File: config.mk
export PLATFORM = sky130hd
export DESIGN_NAME = mem_line_arbiter_flat
export DESIGN_NICKNAME = d
export VERILOG_FILES = /design/src/rtl/mem_line_arbiter_pkg.sv /design/src/rtl/mem_line_arbiter_if.sv /design/src/rtl/mem_line_arbiter_pick.sv /design/src/rtl/mem_line_arbiter.sv /design/src/flat_wrapper.sv
export SDC_FILE = /design/constraint.sdc
export NUM_CORES = 1
export LEC_CHECK = 0
export ABC_AREA = 1
export BUFFER_PORTS_ARGS = -buffer_cell sky130_fd_sc_hd__buf_2
export CAP_MARGIN = 20
export CELL_PAD_IN_SITES_DETAIL_PLACEMENT = 0
export CELL_PAD_IN_SITES_GLOBAL_PLACEMENT = 1
export CORE_AREA = 2 2 642 644
export DETAILED_ROUTE_END_ITERATION = 7
export DIE_AREA = 0 0 644 646
export PLACE_DENSITY_LB_ADDON = 0.1
export SLEW_MARGIN = 5
export SYNTH_ARGS = -nofsm -noshare
export SYNTH_HDL_FRONTEND = slang
export SYNTH_HIERARCHICAL = 1
export SYNTH_SLANG_ARGS = --single-unit
File: constraint.sdc
create_clock -name clk_i -period 1.1 [get_ports clk_i]
set_input_delay 0.11 -clock clk_i [delete_from_list [all_inputs] [get_ports clk_i]]
set_output_delay 0.11 -clock clk_i [all_outputs]
set_load 0.03 [all_outputs]
File: src/rtl/mem_line_arbiter_pkg.sv
// Shared types and constants for the two-requester line-memory arbiter.
// Imported by the interface, the winner picker and the top-level arbiter.
package mem_arb_pkg;

   localparam int DEF_ADDR_W = 32;
   localparam int DEF_LINE_W = 256;

   localparam logic REQ_DCACHE = 1'b0;
   localparam logic REQ_ICACHE = 1'b1;

   typedef enum logic [1:0] {
      IDLE = 2'd0,
      BUSY = 2'd1,
      DONE = 2'd2
   } arb_state_t;

endpackage

File: src/rtl/mem_line_arbiter_if.sv
// Bundle of the dcache, icache and Data_Memory handshake signals around the arbiter.
// slave is the arbiter's view; master is the surrounding CPU/memory environment.
interface mem_line_arbiter_if
   import mem_arb_pkg::*;
#(
   parameter int ADDR_W = DEF_ADDR_W,
   parameter int LINE_W = DEF_LINE_W
);
   logic              r0_enable_i;
   logic              r0_write_i;
   logic [ADDR_W-1:0] r0_addr_i;
   logic [LINE_W-1:0] r0_data_i;
   logic              r0_ack_o;
   logic [LINE_W-1:0] r0_data_o;

   logic              r1_enable_i;
   logic              r1_write_i;
   logic [ADDR_W-1:0] r1_addr_i;
   logic [LINE_W-1:0] r1_data_i;
   logic              r1_ack_o;
   logic [LINE_W-1:0] r1_data_o;

   logic              mem_enable_o;
   logic              mem_write_o;
   logic [ADDR_W-1:0] mem_addr_o;
   logic [LINE_W-1:0] mem_data_o;
   logic              mem_ack_i;
   logic [LINE_W-1:0] mem_data_i;

   logic              grant_o;
   logic              busy_o;

   modport slave (
      input  r0_enable_i, r0_write_i, r0_addr_i, r0_data_i,
      output r0_ack_o, r0_data_o,
      input  r1_enable_i, r1_write_i, r1_addr_i, r1_data_i,
      output r1_ack_o, r1_data_o,
      output mem_enable_o, mem_write_o, mem_addr_o, mem_data_o,
      input  mem_ack_i, mem_data_i,
      output grant_o, busy_o
   );

   modport master (
      output r0_enable_i, r0_write_i, r0_addr_i, r0_data_i,
      input  r0_ack_o, r0_data_o,
      output r1_enable_i, r1_write_i, r1_addr_i, r1_data_i,
      input  r1_ack_o, r1_data_o,
      input  mem_enable_o, mem_write_o, mem_addr_o, mem_data_o,
      output mem_ack_i, mem_data_i,
      input  grant_o, busy_o
   );

endinterface

File: src/rtl/mem_line_arbiter_pick.sv
// Combinational winner select between dcache and icache requests.
// In round-robin mode a tie goes to the requester named by rr_ptr; otherwise dcache wins.
module mem_arb_pick
   import mem_arb_pkg::*;
(
   input  logic req_0,
   input  logic req_1,
   input  logic rr_ptr,
   input  logic rr_mode,
   output logic valid,
   output logic winner
);

   always_comb begin
      valid  = req_0 | req_1;
      winner = REQ_DCACHE;
      if (req_0 && req_1) begin
         winner = rr_mode ? rr_ptr : REQ_DCACHE;
      end else if (req_1) begin
         winner = REQ_ICACHE;
      end
   end

endmodule

File: src/rtl/mem_line_arbiter.sv
// Shares one line-wide Data_Memory port between dcache (r0) and icache (r1).
// Define MEM_ARB_RR_EN for round-robin tie breaking; default is fixed r0 > r1 priority.
module mem_line_arbiter
   import mem_arb_pkg::*;
#(
   parameter int ADDR_W = DEF_ADDR_W,
   parameter int LINE_W = DEF_LINE_W
)
(
   input  logic clk_i,
   input  logic rst_i,
   mem_line_arbiter_if.slave bus
);

   arb_state_t        state_reg;
   logic              mem_enable_reg;
   logic              mem_write_reg;
   logic [ADDR_W-1:0] mem_addr_reg;
   logic [LINE_W-1:0] mem_data_reg;
   logic              grant_reg;
   logic              busy_reg;

   logic pick_valid;
   logic pick_winner;
   logic rr_ptr;
   logic rr_mode;

`ifdef MEM_ARB_RR_EN
   logic rr_ptr_reg;

   // Pointer names the requester that wins the next tie: the one not just granted.
   always_ff @(posedge clk_i) begin
      if (rst_i) begin
         rr_ptr_reg <= REQ_DCACHE;
      end else if (state_reg == IDLE && pick_valid) begin
         rr_ptr_reg <= ~pick_winner;
      end
   end

   assign rr_ptr  = rr_ptr_reg;
   assign rr_mode = 1'b1;
`else
   assign rr_ptr  = REQ_DCACHE;
   assign rr_mode = 1'b0;
`endif

   mem_arb_pick u_pick (
      .req_0   (bus.r0_enable_i),
      .req_1   (bus.r1_enable_i),
      .rr_ptr  (rr_ptr),
      .rr_mode (rr_mode),
      .valid   (pick_valid),
      .winner  (pick_winner)
   );

   always_ff @(posedge clk_i) begin
      if (rst_i) begin
         state_reg      <= IDLE;
         mem_enable_reg <= 1'b0;
         mem_write_reg  <= 1'b0;
         mem_addr_reg   <= '0;
         mem_data_reg   <= '0;
         grant_reg      <= REQ_DCACHE;
         busy_reg       <= 1'b0;
      end else begin
         case (state_reg)
            IDLE: begin
               if (pick_valid) begin
                  state_reg      <= BUSY;
                  mem_enable_reg <= 1'b1;
                  busy_reg       <= 1'b1;
                  grant_reg      <= pick_winner;
                  mem_write_reg  <= pick_winner ? bus.r1_write_i : bus.r0_write_i;
                  mem_addr_reg   <= pick_winner ? bus.r1_addr_i  : bus.r0_addr_i;
                  mem_data_reg   <= pick_winner ? bus.r1_data_i  : bus.r0_data_i;
               end
            end
            BUSY: begin
               if (bus.mem_ack_i) begin
                  state_reg      <= DONE;
                  mem_enable_reg <= 1'b0;
               end
            end
            DONE: begin
               // One forced idle cycle so memory always sees enable fall between requests.
               state_reg <= IDLE;
               busy_reg  <= 1'b0;
            end
            default: begin
               state_reg      <= IDLE;
               mem_enable_reg <= 1'b0;
               busy_reg       <= 1'b0;
            end
         endcase
      end
   end

   assign bus.mem_enable_o = mem_enable_reg;
   assign bus.mem_write_o  = mem_write_reg;
   assign bus.mem_addr_o   = mem_addr_reg;
   assign bus.mem_data_o   = mem_data_reg;
   assign bus.grant_o      = grant_reg;
   assign bus.busy_o       = busy_reg;

   assign bus.r0_ack_o  = (state_reg == BUSY) && bus.mem_ack_i && (grant_reg == REQ_DCACHE);
   assign bus.r1_ack_o  = (state_reg == BUSY) && bus.mem_ack_i && (grant_reg == REQ_ICACHE);
   assign bus.r0_data_o = bus.mem_data_i;
   assign bus.r1_data_o = bus.mem_data_i;

endmodule

File: src/flat_wrapper.sv
// flat-port wrapper written by rule: the top's interface ports become plain ports
module mem_line_arbiter_flat import mem_arb_pkg::*;
#(
   parameter int ADDR_W = DEF_ADDR_W,
   parameter int LINE_W = DEF_LINE_W
)
  (clk_i, rst_i, bus_r0_enable_i, bus_r0_write_i, bus_r0_addr_i, bus_r0_data_i, bus_r0_ack_o, bus_r0_data_o, bus_r1_enable_i, bus_r1_write_i, bus_r1_addr_i, bus_r1_data_i, bus_r1_ack_o, bus_r1_data_o, bus_mem_enable_o, bus_mem_write_o, bus_mem_addr_o, bus_mem_data_o, bus_mem_ack_i, bus_mem_data_i, bus_grant_o, bus_busy_o);
  mem_line_arbiter_if #(.ADDR_W(ADDR_W), .LINE_W(LINE_W)) bus_i ();
  input  logic clk_i;
  input  logic rst_i;
  input wire logic [$bits(bus_i.r0_enable_i)-1:0] bus_r0_enable_i;
  input wire logic [$bits(bus_i.r0_write_i)-1:0] bus_r0_write_i;
  input wire logic [$bits(bus_i.r0_addr_i)-1:0] bus_r0_addr_i;
  input wire logic [$bits(bus_i.r0_data_i)-1:0] bus_r0_data_i;
  output wire logic [$bits(bus_i.r0_ack_o)-1:0] bus_r0_ack_o;
  output wire logic [$bits(bus_i.r0_data_o)-1:0] bus_r0_data_o;
  input wire logic [$bits(bus_i.r1_enable_i)-1:0] bus_r1_enable_i;
  input wire logic [$bits(bus_i.r1_write_i)-1:0] bus_r1_write_i;
  input wire logic [$bits(bus_i.r1_addr_i)-1:0] bus_r1_addr_i;
  input wire logic [$bits(bus_i.r1_data_i)-1:0] bus_r1_data_i;
  output wire logic [$bits(bus_i.r1_ack_o)-1:0] bus_r1_ack_o;
  output wire logic [$bits(bus_i.r1_data_o)-1:0] bus_r1_data_o;
  output wire logic [$bits(bus_i.mem_enable_o)-1:0] bus_mem_enable_o;
  output wire logic [$bits(bus_i.mem_write_o)-1:0] bus_mem_write_o;
  output wire logic [$bits(bus_i.mem_addr_o)-1:0] bus_mem_addr_o;
  output wire logic [$bits(bus_i.mem_data_o)-1:0] bus_mem_data_o;
  input wire logic [$bits(bus_i.mem_ack_i)-1:0] bus_mem_ack_i;
  input wire logic [$bits(bus_i.mem_data_i)-1:0] bus_mem_data_i;
  output wire logic [$bits(bus_i.grant_o)-1:0] bus_grant_o;
  output wire logic [$bits(bus_i.busy_o)-1:0] bus_busy_o;
  assign bus_i.r0_enable_i = bus_r0_enable_i;
  assign bus_i.r0_write_i = bus_r0_write_i;
  assign bus_i.r0_addr_i = bus_r0_addr_i;
  assign bus_i.r0_data_i = bus_r0_data_i;
  assign bus_r0_ack_o = bus_i.r0_ack_o;
  assign bus_r0_data_o = bus_i.r0_data_o;
  assign bus_i.r1_enable_i = bus_r1_enable_i;
  assign bus_i.r1_write_i = bus_r1_write_i;
  assign bus_i.r1_addr_i = bus_r1_addr_i;
  assign bus_i.r1_data_i = bus_r1_data_i;
  assign bus_r1_ack_o = bus_i.r1_ack_o;
  assign bus_r1_data_o = bus_i.r1_data_o;
  assign bus_mem_enable_o = bus_i.mem_enable_o;
  assign bus_mem_write_o = bus_i.mem_write_o;
  assign bus_mem_addr_o = bus_i.mem_addr_o;
  assign bus_mem_data_o = bus_i.mem_data_o;
  assign bus_i.mem_ack_i = bus_mem_ack_i;
  assign bus_i.mem_data_i = bus_mem_data_i;
  assign bus_grant_o = bus_i.grant_o;
  assign bus_busy_o = bus_i.busy_o;
  mem_line_arbiter #(.ADDR_W(ADDR_W), .LINE_W(LINE_W)) u_core (.clk_i(clk_i), .rst_i(rst_i), .bus(bus_i));
endmodule
* After elaboration in Yosys (flattened, before gate mapping)
Index checks and enable logic that the tools add are counted.
Operators by class: add/sub/neg operators 0, mux-type cells 12, $lt $le $gt $ge 0, multiply operators 0, shift-type cells 0, equal/unequal tests 4, divide/modulo/power cells 0, reduce and logical (&&, ||, !) cells 9, bitwise operators 4
Operators with widths (count):
- 256-bit two-way mux | 1
- 32-bit two-way mux | 1
- 2-bit AND reduction | 3
- 1-bit two-way mux | 5
- 1-bit logical AND | 4
- 2-bit two-way mux | 2
- 2-bit one-hot mux with 2 select lines | 1
- 1-bit NOT | 3
- 1-bit one-hot mux with 3 select lines | 1
- 3-bit AND reduction | 1
- 2-bit by 1-bit equality test with 1-bit output (second input constant) | 1
- 2-bit equality test (second input constant) | 1
- 2-bit zero test | 1
- 2-bit by 1-bit inequality test with 1-bit output (second input constant) | 1
- 2-bit inequality test (second input constant) | 1
- 1-bit one-hot mux with 2 select lines | 1
- 1-bit bitwise OR | 1
Storage, ports and cells: bits of input ports 839, output and inout port bits 806, latch bits 0, RAM bits 0, memories kept 0, ROM bits 0, register bits 294

* Depth between registers and ports, before layout
Gate-level depths: netlist (run 1).
word-level depth 3, mapped depth 9, mapped depth without buffers 7

* Hierarchy
The synthesis (run 1) kept the hierarchy.
Modules (own cells, without submodules):
- mem_line_arbiter | area an instance 19277.2 µm², times used 1, cells each 3297
- mem_arb_pick | area an instance 18.8 µm², times used 1, cells each 4

* Worst setup path after synthesis (run 1)
OpenSTA, ideal clock, no wires.
path type input-to-reg, start point in bus_r1_enable_i, end point reg u_core.mem_data_reg[189] (netlist: u_core/bus.mem_data_o[189]), path slack -36 ps, arrival time 1072 ps, required time 1036 ps, stages on the path 9, library setup time 64 ps, buffers on the path 3, cell sequence inv_1 a21oi_1 buf_2 buf_4 buf_2 nand2_1 nand2_1 nor2_1 nor2_1
Between the ends: cells in the longest elaborated chain, start to end 3, elaborated cells between the ends (all ways) 6
Ends and longest elaborated chain:
- start, declared | line flat_wrapper.sv:17 | input wire logic [$bits(bus_i.r1_enable_i)-1:0] bus_r1_enable_i;
- 1-bit two-way mux / 1-bit logical AND (equally long branches) | line mem_line_arbiter_pick.sv:19, mem_line_arbiter_pick.sv:17
- 1-bit two-way mux * | line mem_line_arbiter_pick.sv:17 | if (req_0 && req_1) begin
- net u_core.pick_winner | line mem_line_arbiter.sv:24 | logic pick_winner;
- 256-bit two-way mux * | line mem_line_arbiter.sv:75 | mem_data_reg <= pick_winner ? bus.r1_data_i : bus.r0_data_i;
- end signal, assigned | line mem_line_arbiter.sv:75
- end, declared | line mem_line_arbiter.sv:19 | logic [LINE_W-1:0] mem_data_reg;
Mark *: on every way through the listed nets, which the timed path passes. The rest lies on a longest branch. A chain may end at the register's enable or synchronous reset.

* Worst setup path after layout (run 1)
start point reg u_core.state_reg[1], end point out bus_r0_ack_o
Between the ends: cells in the longest elaborated chain, start to end 3
Ends and longest elaborated chain:
- start, declared | line mem_line_arbiter.sv:15 | arb_state_t state_reg;
- start signal, assigned | line mem_line_arbiter.sv:58 | state_reg <= IDLE;
- start signal, assigned | line mem_line_arbiter.sv:69 | state_reg <= BUSY;
- start signal, assigned | line mem_line_arbiter.sv:80 | state_reg <= DONE;
- 2-bit by 1-bit equality test with 1-bit output | line mem_line_arbiter.sv:105 | assign bus.r0_ack_o = (state_reg == BUSY) && bus.mem_ack_i && (grant_reg == REQ_DCACHE);
- 1-bit logical AND (2 in series) | line mem_line_arbiter.sv:105
- end, declared | line flat_wrapper.sv:15 | output wire logic [$bits(bus_i.r0_ack_o)-1:0] bus_r0_ack_o;
Every way passes these cells.

==> results of run 1 <==
## cells in the mapped netlist
cell and instances:
nand3_1 2, clkbuf_1 23, o21ai_0 1, buf_4 522, conb_1 1, nand2_1 1450
buf_1 7, inv_1 292, or2_1 1, inv_2 2, nor2_1 582, buf_2 118
a21oi_1 5, dfxtp_1 294, nand3b_1 1
## layer usage
layer | wire [um] | track usage (%)
met5 | 536 | 0.590
met4 | 6430 | 2.81
met3 | 20000 | 4.23
met2 | 85700 | 14.2
met1 | 65500 | 8.51
## logic make-up after synthesis
group | Yosys count | share of synthesized area (%)
buf+inv | 964 | 29.7
flops | 294 | 30.5
compound gates | 6 | 0.156
simple gates | 2036 | 39.7
other cells | 1 | 0.0194
## path summary, 6_finish.rpt
| check | end | slack (ns) | cells after the start |
|---|---|---|---|
| max reg2reg | u_core/bus.mem_data_o[171] | -0.50 | 7 |
| min reg2reg | u_core/bus.mem_enable_o | 0.46 | 2 |
| max | bus_r0_ack_o | -0.64 | 6 |
| min | u_core/state_reg[0] | -0.29 | 3 |
## tightest hold or removal path, cell delays in order
cell	delay, ns
buf_2	0.10
nand3b_1	0.11
a21oi_1	0.05
## metrics by stage
stage / hold WS (ns) / instance area [um^2] / setup TNS, ns / setup slack (ns)
2_1_floorplan: 0.179 / 19300 / 0 / 0.00111
3_3_place_gp: 0.220 / 27700 / -243.82 / -0.933
3_5_place_dp: 0.220 / 27700 / -243.37 / -0.932
4_1_cts: -0.418 / 35400 / -273.84 / -0.771
5_1_grt: -0.346 / 35500 / -278.38 / -0.770
6_report: -0.286 / 35500 / -199.07 / -0.636
## placed cells by master (no fill, tap or decap), types with 4 or more instances in the layout
cell	count
nand2_1	1449
a21oi_1	4
buf_2	858
dfxtp_1	278
buf_4	109
diode_2	19
clkinv_2	5
nor2_1	578
inv_1	291
dfxtp_2	4
clkbuf_1	19
clkbuf_16	56
clkbuf_8	11
dfxtp_4	12
buf_8	6
buf_6	9
dlygate4sd3_1	578
buf_12	51
## power by group
group,total [mW],leakage (nW),internal [mW],switching [mW]
combinational,14.9,13.4,5.50,9.37
clock,17.9,0.851,10.5,7.49
sequential,12.6,2.45,11.9,0.702
## cell type report
cell class	instances	share of cell area [%]
repair buffers	1611	34.1
clock inverters	10	0.331
inverters	294	3.16
diodes	19	0.134
well taps	5451	19.2
flip-flops and latches	294	16.7
multi-input cells	2044	21.8
clock buffers	86	4.57
## repair_timing
action                                  in CTS  in global routing
endpoints found under the setup margin     587                587
setup buffers                                3                  2
resized for setup                           68                  5
endpoints found under the hold margin      294                  3
pin swaps                                    0                  1
==> results_dict.tcl, run 1 <==
set metrics [dict create \
    crit_type "reg2out" \
    yosys.cell_types.count 15 \
    postSynthAreaPerCell_um2 5.85 \
    synth_cells 3301 \
    layout_cells_sized_above_1_pct 26.2 \
    numPlacedInstances 9111 \
    cts_root_buffer "clkbuf_16" \
    vias_per_cell 2.28 \
    multiInputGateArea_um2 7730 \
    worstMarginPinSlew_ns 0.551 \
    detailed_routing_iteration_count_for_the_pre_antenna_repair_pass 4 \
    synth-warning-count 6 \
    first_iter_violations 751 \
    area_growth_pct 84.0 \
    die-area_um2 416000 \
    grt_antenna_before_repair 87 \
    track_usage_pct 8.23 \
    netlist_area_um2 19300 \
    place.detailed.hpwl_um 150000 \
    reg2reg_from "u_core/state_reg[1]" \
    timing.clock.skew_ns 0.0250 \
    rsz_0062_raised_after_global_routing "true" \
    achievable-frequency_ghz 0.576 \
    grt_overflow 0 \
    final-max-slew-violation-count 0 \
    total_power_mw 45.4 \
    netlist_top_cells_area "dfxtp_1, nand2_1, buf_4, nor2_1, inv_1" \
    placementRows 235 \
    routabilityCongestion 0.726 \
    synth-seq-cells 294 \
    cap_viol_max_count 0 \
    run_status "finished, violations left" \
    ir_worst_vdd_mv 1.18 \
    first_pass_grt_wire_length_um 229000 \
    cts-buffers-inserted 55 \
    final_net_count 5139 \
    die_h_um 646 \
    die_width_um 644 \
    synthDominantAreaCellType "dfxtp_1" \
    critical-path-top-delay-family "buffers and inverters" \
    number_of_flip_flops_in_the_largest_register 256 \
    cts_buffer_depth 3 \
    worst_path_max_delay_cell "dfxtp_2" \
    timing.final.setup_violations 587 \
    holdCritPathClass "in2reg" \
    synth.yosys.seq_area_share_pct 30.5 \
    critical_path.startpoint_type "flip-flop" \
    crit_top_cell "buf_6" \
    crit_path_end_kind "output pin" \
    power.density_nw_per_um2 1280 \
    layout.area.seq_um2 5940 \
    cts_tree "done" \
    wl_per_cell_um 18.2 \
    critPathMaxStageDelay_ns 0.32 \
    placement.io_buffers 876 \
    period_share_pct 158 \
    final.fill_count 48500 \
    cts-hold-fix-buffers 578 \
    timing.final.crit_period_ns 1.74 \
    final-instance-count-excl-fill 9809 \
    worst_hold_slack_ns -0.286 \
    synthDominantCellAreaShare_pct 30.5 \
    clock_pin_slew_on_the_worst_setup_and_hold_paths_ns 0.06 \
    num_io_pins 1645 \
    path_cells "buf_6 -> inv_4 -> nand3_2 -> buf_6 -> nor2_4 -> buf_6" \
    clk_latency_worst_skew_pair_ns 0.71 \
    arrival_ns 1.63 \
    crit_path_max_fanout 2 \
    grt_max_degree 83 \
    wl_um 178000 \
    final_antenna_net_count 0 \
    violations "hold timing, setup timing" \
    hold_viol 3 \
    finalWorstSetupSlack_ns -0.636 \
    timing.critical_path.from "u_core/state_reg[1]" \
    fp.coreArea_um2 409000 \
    timing.slew.headroom_pct 63.2 \
    num_vias 22400 \
    p_leak_nw 16.7 \
    grt_pass1_vias 23500 \
    crit_buf_inv 4 \
    postLayoutCoreUtil_pct 8.69 \
    post-route-drc-count 0 \
    required_ns 0.99 \
    cts_sinks 294 \
    min_from "bus_mem_ack_i" \
    floorplan.initialDensity_pct 4.72 \
    htree_num_levels 2 \
]
No activity file was read; power rests on OpenSTA's default activity.
==> run 2, diff against run 1 <==
--- a/config.mk
+++ b/config.mk
@@ -5,14 +5,13 @@
 export SDC_FILE = /design/constraint.sdc
 export NUM_CORES = 1
 export LEC_CHECK = 0
-export ABC_AREA = 1
 export BUFFER_PORTS_ARGS = -buffer_cell sky130_fd_sc_hd__buf_2
 export CAP_MARGIN = 20
 export CELL_PAD_IN_SITES_DETAIL_PLACEMENT = 0
 export CELL_PAD_IN_SITES_GLOBAL_PLACEMENT = 1
-export CORE_AREA = 2 2 642 644
+export CORE_AREA = 2 2 648 650
 export DETAILED_ROUTE_END_ITERATION = 7
-export DIE_AREA = 0 0 644 646
+export DIE_AREA = 0 0 650 652
 export PLACE_DENSITY_LB_ADDON = 0.1
 export SLEW_MARGIN = 5
 export SYNTH_ARGS = -nofsm -noshare
==> constraint.sdc (replaced) <==
create_clock -name clk_i -period 1.97 [get_ports clk_i]
set_input_delay 0.197 -clock clk_i [delete_from_list [all_inputs] [get_ports clk_i]]
set_output_delay 0.197 -clock clk_i [all_outputs]
set_load 0.03 [all_outputs]
==> run 2 against run 1 <==
  * The flow now finishes without violations
  * Non-clock buffer count is 23 lower
  * Largest cell class unchanged
  * Critical path depth decreased by 1
  * Clock skew grew 0.019 ns
  * Synthesized cell count is 45% lower
  * Via count fell by 22%
  * Critical path type is now reg2reg
  * Combinational power down 53%
  * Sequential power is 46% lower
  * Sequential share of layout area is 0.91 points higher
  * Worst hold slack improved by 0.37 ns
  * Final area shrank 5.9%
  * Final cell count fell by 15%
  * Largest power group unchanged
  * Routed wire length shrank 6.2%
  * Critical endpoint is now u_core/bus.mem_data_o[148]
==> results_dict.tcl, run 2 <==
set metrics [dict create \
    postSynthAreaPerCell_um2 9.67 \
    cts_buffer_depth 3 \
    grt_pass1_vias 18700 \
    htree_num_levels 2 \
    synth_ff_type "dfxtp_1" \
    grt_max_degree 77 \
    yosys.cell_types.count 21 \
    worstMarginPinSlew_ns 0.487 \
    achievable-frequency_ghz 0.517 \
    synth-warning-count 6 \
    comb_power_share_pct 29.7 \
    ir_worst_vdd_mv 0.675 \
    power.density_nw_per_um2 705 \
    die_h_um 652 \
    synth-async-reset-ratio_pct 0 \
    area_growth_pct 89.5 \
    netlist_area_um2 17600 \
    place.detailed.hpwl_um 139000 \
    clock_pin_slew_on_the_worst_setup_and_hold_paths_ns 0.06 \
    crit_path_max_fanout 65 \
    cts-buffers-inserted 54 \
    worst_hold_slack_ns 0.0841 \
    timing.critical_path.from "u_core/state_reg[0]" \
    layout_cells_sized_above_1_pct 41.8 \
    fin_area_um2 33400 \
    placement.io_buffers 876 \
    holdCritPathClass "in2reg" \
    power.share.switching_pct 35.8 \
    internal-power_mw 15.1 \
    number_of_flip_flops_in_the_largest_register 256 \
    timing.slew.headroom_pct 66.6 \
    cts_tree "done" \
    vias_per_cell 2.08 \
    rsz_0062_raised_after_global_routing "true" \
    synthDominantAreaCellType "dfxtp_1" \
    die-area_um2 424000 \
    crit_type "reg2reg" \
    crit_path_end_kind "flip-flop" \
    synthMostInstantiatedCell "buf_4" \
    final_net_count 3666 \
    final-instance-count-excl-fill 8382 \
    grt_antenna_before_repair 86 \
    placementRows 237 \
    post-route-drc-count 0 \
    timing.final.crit_period_ns 1.93 \
    grt_overflow 0 \
    track_usage_pct 7.55 \
    synthDominantCellAreaShare_pct 33.4 \
    num_vias 17400 \
    detailed_routing_iteration_count_for_the_pre_antenna_repair_pass 4 \
    synth.yosys.seq_area_share_pct 33.4 \
    multiInputGateArea_um2 7320 \
    min_from "bus_r1_data_i[155]" \
    place_area_um2 25800 \
    layout_common_cells "buf_2, dlygate4sd3_1, nand2b_1" \
    routabilityCongestion 0.710 \
    clk_latency_worst_skew_pair_ns 0.72 \
    critical_path.startpoint_type "flip-flop" \
    cts_sinks 294 \
    timing.clock.skew_ns 0.0440 \
    timing.final.setup_violations 0 \
    arrival_ns 2.54 \
    first_pass_grt_wire_length_um 208000 \
    synth_cells 1824 \
    p_leak_nw 12.5 \
    cts_root_buffer "clkbuf_16" \
    wl_um 167000 \
    numPlacedInstances 7689 \
    reg2reg_from "u_core/state_reg[0]" \
    fp.coreArea_um2 416000 \
    final_antenna_net_count 0 \
    netlist_top_cells_area "dfxtp_1, buf_4, mux2i_1, nand2b_1, o22ai_2" \
    floorplan.initialDensity_pct 4.24 \
    hold_viol 0 \
    period_share_pct 98.2 \
    final.fill_count 48700 \
    die_width_um 650 \
    number_of_synthesized_flops_with_an_enable_pin 0 \
    wl_per_cell_um 19.9 \
    required_ns 2.57 \
    most_common_cell_after_layout_fill_and_taps_aside "buf_2" \
    layout.area.seq_um2 5890 \
    final-max-slew-violation-count 0 \
    share_seq_of_total_power_pct 29.1 \
    synth-seq-cells 294 \
    share_clk_of_total_power_pct 41.3 \
    first_iter_violations 510 \
    netSwitchingPower_mw 8.44 \
    num_io_pins 1645 \
    synth_common_cells "buf_4, dfxtp_1, nand2b_1" \
    cap_viol_max_count 0 \
    run_status "complete, no violations" \
]
## run 2: cell types whose count changed after synthesis, sizes merged, moves of 5 or more
cell and delta:
clkbuf +67, o22ai +289, buf -95, mux2i +290, nand2 -1448, inv -293
nor2 -582, a21oi -5, nand2b +294
## run 2: per-layer routing
| layer | GRT usage (%) | part of all wire, % | vias to the layer above |
|---|---|---|---|
| li1 | - | - | 7850 |
| met1 | 7.36 | 34 | 8018 |
| met2 | 12.7 | 47 | 1102 |
| met3 | 4.73 | 14 | 395 |
| met4 | 3.00 | 4.3 | 46 |
| met5 | 1.28 | 0.56 | - |
## run 2: path summary, 6_finish.rpt
| check | end | slack, ns | depth (start not counted) |
|---|---|---|---|
| worst max-delay path | u_core/bus.mem_data_o[148] | 0.04 | 5 |
| worst min-delay path | u_core/bus.mem_data_o[155] | 0.08 | 4 |
| worst max register to register | u_core/bus.mem_data_o[148] | 0.04 | 5 |
| worst min register to register | u_core/bus.busy_o | 0.47 | 2 |
## run 2: final cells by class
cell class / instances / area share, %
inverter: 1 / 0.0112
clock buffer: 82 / 4.72
antenna: 20 / 0.150
sequential: 294 / 17.6
clock inverter: 12 / 0.341
multi-input combinational: 888 / 21.9
timing repair buffer: 1588 / 34.7
tap: 5497 / 20.6
## run 2: cells by family after synthesis
group           synth area share, %
compound gates                 14.0
buf+inv                        25.5
flops                          33.4
mux                            16.5
other cells                  0.0213
simple gates                   10.7
## run 2: stage by stage
| stage | power, mW | setup slack, ns | TNS (ns) | utilization, % |
|---|---|---|---|---|
| after CTS | 24.8 | 0.000304 | 0 | 8.02 |
| after detailed placement | 13.1 | -0.460 | -32.76 | 6.21 |
| after global placement | 13.2 | -0.460 | -32.23 | 6.21 |
| after global routing | 25.2 | -0.0287 | -0.0569 | 8.03 |
| after floorplan | 11.8 | 0.385 | 0 | - |
| final | 23.6 | 0.0357 | 0 | 8.03 |
## run 2: power by group through the flow
stage                     clock network (mW)  registers [mW]  logic, mW
after global placement                     0            7.00       6.15
after CTS                               10.6            6.87       7.34
after floorplan                            0            8.11       3.73
after detailed placement                   0            7.00       6.12
after global routing                    10.7            6.94       7.56
final                                   9.73            6.86       6.99
## run 2: worst max-delay path, stage by stage (launching register included)
cell and delay [ns]:
dfxtp_4 0.34, buf_4 0.14, or4b_4 0.52, buf_12 0.22, buf_12 0.22, o22ai_1 0.21
## run 2: repair_timing
item	CTS	global route
cloned	0	0
hold buffers	577	0
setup buffers	2	0
resized for setup	13	3
pin swaps	2	0
setup endpoints to repair	2	6
hold endpoints to repair	291	0
==> run 3, diff against run 2 <==
--- a/config.mk
+++ b/config.mk
@@ -12,7 +12,7 @@
 export CORE_AREA = 2 2 648 650
 export DETAILED_ROUTE_END_ITERATION = 7
 export DIE_AREA = 0 0 650 652
-export PLACE_DENSITY_LB_ADDON = 0.1
+export PLACE_DENSITY = 0.3
 export SLEW_MARGIN = 5
 export SYNTH_ARGS = -nofsm -noshare
 export SYNTH_HDL_FRONTEND = slang
==> run 3 against run 2 <==
  * Register-to-register slack improved by 0.11 ns
  * Via count increased by 6.5%
  * Worst setup slack improved by 0.11 ns
  * Global-route usage increased by 2.4 points
  * First-iteration DRC count increased by 46%
  * Worst hold slack improved by 0.11 ns
  * Critical endpoint is now u_core/bus.mem_data_o[5]
==> results_dict.tcl, run 3 (same netlist as run 2, synthesis figures left out) <==
set metrics [dict create \
    holdCritPathClass "in2reg" \
    first_pass_grt_wire_length_um 261000 \
    highest_layer "met5" \
    die_h_um 652 \
    place.detailed.hpwl_um 196000 \
    final_net_count 3606 \
    floorplan.initialDensity_pct 4.24 \
    htree_num_levels 2 \
    setup_total_negative_slack_ns 0 \
    rsz_0062_raised_after_global_routing "false" \
    cts-buffers-inserted 47 \
    crit_path_max_fanout 27 \
    met3RoutedLength_um 46800 \
    placementRows 237 \
    final_antenna_net_count 0 \
    cts_tree "done" \
    met2RoutedLength_um 103000 \
    num_io_pins 1645 \
    required_ns 2.57 \
    most_common_cell_after_layout_fill_and_taps_aside "buf_2" \
    run_status "complete, no violations" \
    grt_overflow 0 \
    placement.io_buffers 876 \
    period_share_pct 92.5 \
    first_iter_violations 747 \
    num_vias 18500 \
    grt_pass1_vias 18800 \
    ir_worst_vdd_mv 0.586 \
    clock_pin_slew_on_the_worst_setup_and_hold_paths_ns 0.05 \
    grt_antenna_before_repair 179 \
    grt_max_degree 115 \
    cts_root_buffer "clkbuf_16" \
    fp.coreArea_um2 416000 \
    timing.slew.headroom_pct 49.2 \
    die-area_um2 424000 \
    final-max-slew-violation-count 0 \
    wl_per_cell_um 26.4 \
    cts_sinks 294 \
    arrival_ns 2.43 \
    achievable-frequency_ghz 0.549 \
    crit_type "reg2reg" \
    count_of_buffers_added_by_post_cts_timing_repair_for_setup 0 \
    route.layer.met1.wl_um 60000 \
    timing.clock.skew_ns 0.0280 \
    routabilityCongestion 0.807 \
    p_leak_nw 12.2 \
    vias_per_cell 2.23 \
    timing.final.setup_violations 0 \
    number_of_flip_flops_in_the_largest_register 256 \
    fin_area_um2 32900 \
    area_growth_pct 86.5 \
    layout_cells_sized_above_1_pct 40.3 \
    worst_hold_slack_ns 0.190 \
    total_power_mw 22.2 \
    cts_buffer_depth 3 \
    worstMarginPinSlew_ns 0.761 \
    power.density_nw_per_um2 675 \
    track_usage_pct 9.94 \
    timing.final.crit_period_ns 1.82 \
    layout_common_cells "buf_2, dlygate4sd3_1, nand2b_1" \
    postLayoutCoreUtil_pct 7.91 \
    die_width_um 650 \
    cap_viol_max_count 0 \
    hold_viol 0 \
    detailed_routing_iteration_count_for_the_pre_antenna_repair_pass 5 \
    post-route-drc-count 0 \
    place_area_um2 25500 \
    critical_path.startpoint_type "flip-flop" \
    clk_latency_worst_skew_pair_ns 0.67 \
    wl_um 220000 \
    crit_path_end_kind "flip-flop" \
]
-- run 3: timing repair --
action,4_1_cts,5_1_grt
hold buffers,580,0
resized for setup,6,0
setup endpoints to repair,2,0
hold endpoints to repair,293,0
-- run 3: through the flow --
step | setup slack [ns] | cells
after global routing | 0.0418 | 8305
after detailed placement | -0.164 | 7635
after global placement | -0.150 | 7635
after CTS | 0.0234 | 8298
final | 0.147 | 8325
after floorplan | 0.385 | 1825
-- run 3: path summary, 6_finish.rpt --
kind / end / startpoint / cells after the start / slack [ns]
worst max-delay path: u_core/bus.mem_data_o[5] / u_core/state_reg[1] / 4 / 0.15
worst min-delay path: u_core/bus.mem_data_o[115] / rst_i / 4 / 0.19
worst max register to register: u_core/bus.mem_data_o[5] / u_core/state_reg[1] / 4 / 0.15
worst min register to register: u_core/bus.busy_o / u_core/bus.busy_o / 2 / 0.46
-- run 3: cell type report --
cell class / count / area (um^2)
fill: 48800 / 383000
inverter: 1 / 3.75
tap: 5497 / 6880
timing repair buffer: 1535 / 11300
antenna: 27 / 67.6
clock inverter: 12 / 124
sequential: 294 / 5890
multi-input combinational: 888 / 7290
clock buffer: 71 / 1390
-- run 3: critical path: stages, from the launching register on --
cell and delay, ns:
dfxtp_1 0.40, or4b_4 0.67, buf_12 0.20, buf_4 0.26
o22ai_1 0.12
-- run 3: layer usage --
| layer | up-vias | GRT usage [%] |
|---|---|---|
| met4 | 135 | 3.00 |
| met2 | 1656 | 16.7 |
| met5 | - | 1.12 |
| li1 | 7730 | - |
| met1 | 8415 | 7.66 |
| met3 | 599 | 10.2 |
-- run 3: power breakdown --
part / switching, mW / internal, mW
logic: 3.71 / 2.92
registers: 0.329 / 6.55
clock network: 3.70 / 4.98
total: 7.73 / 14.4
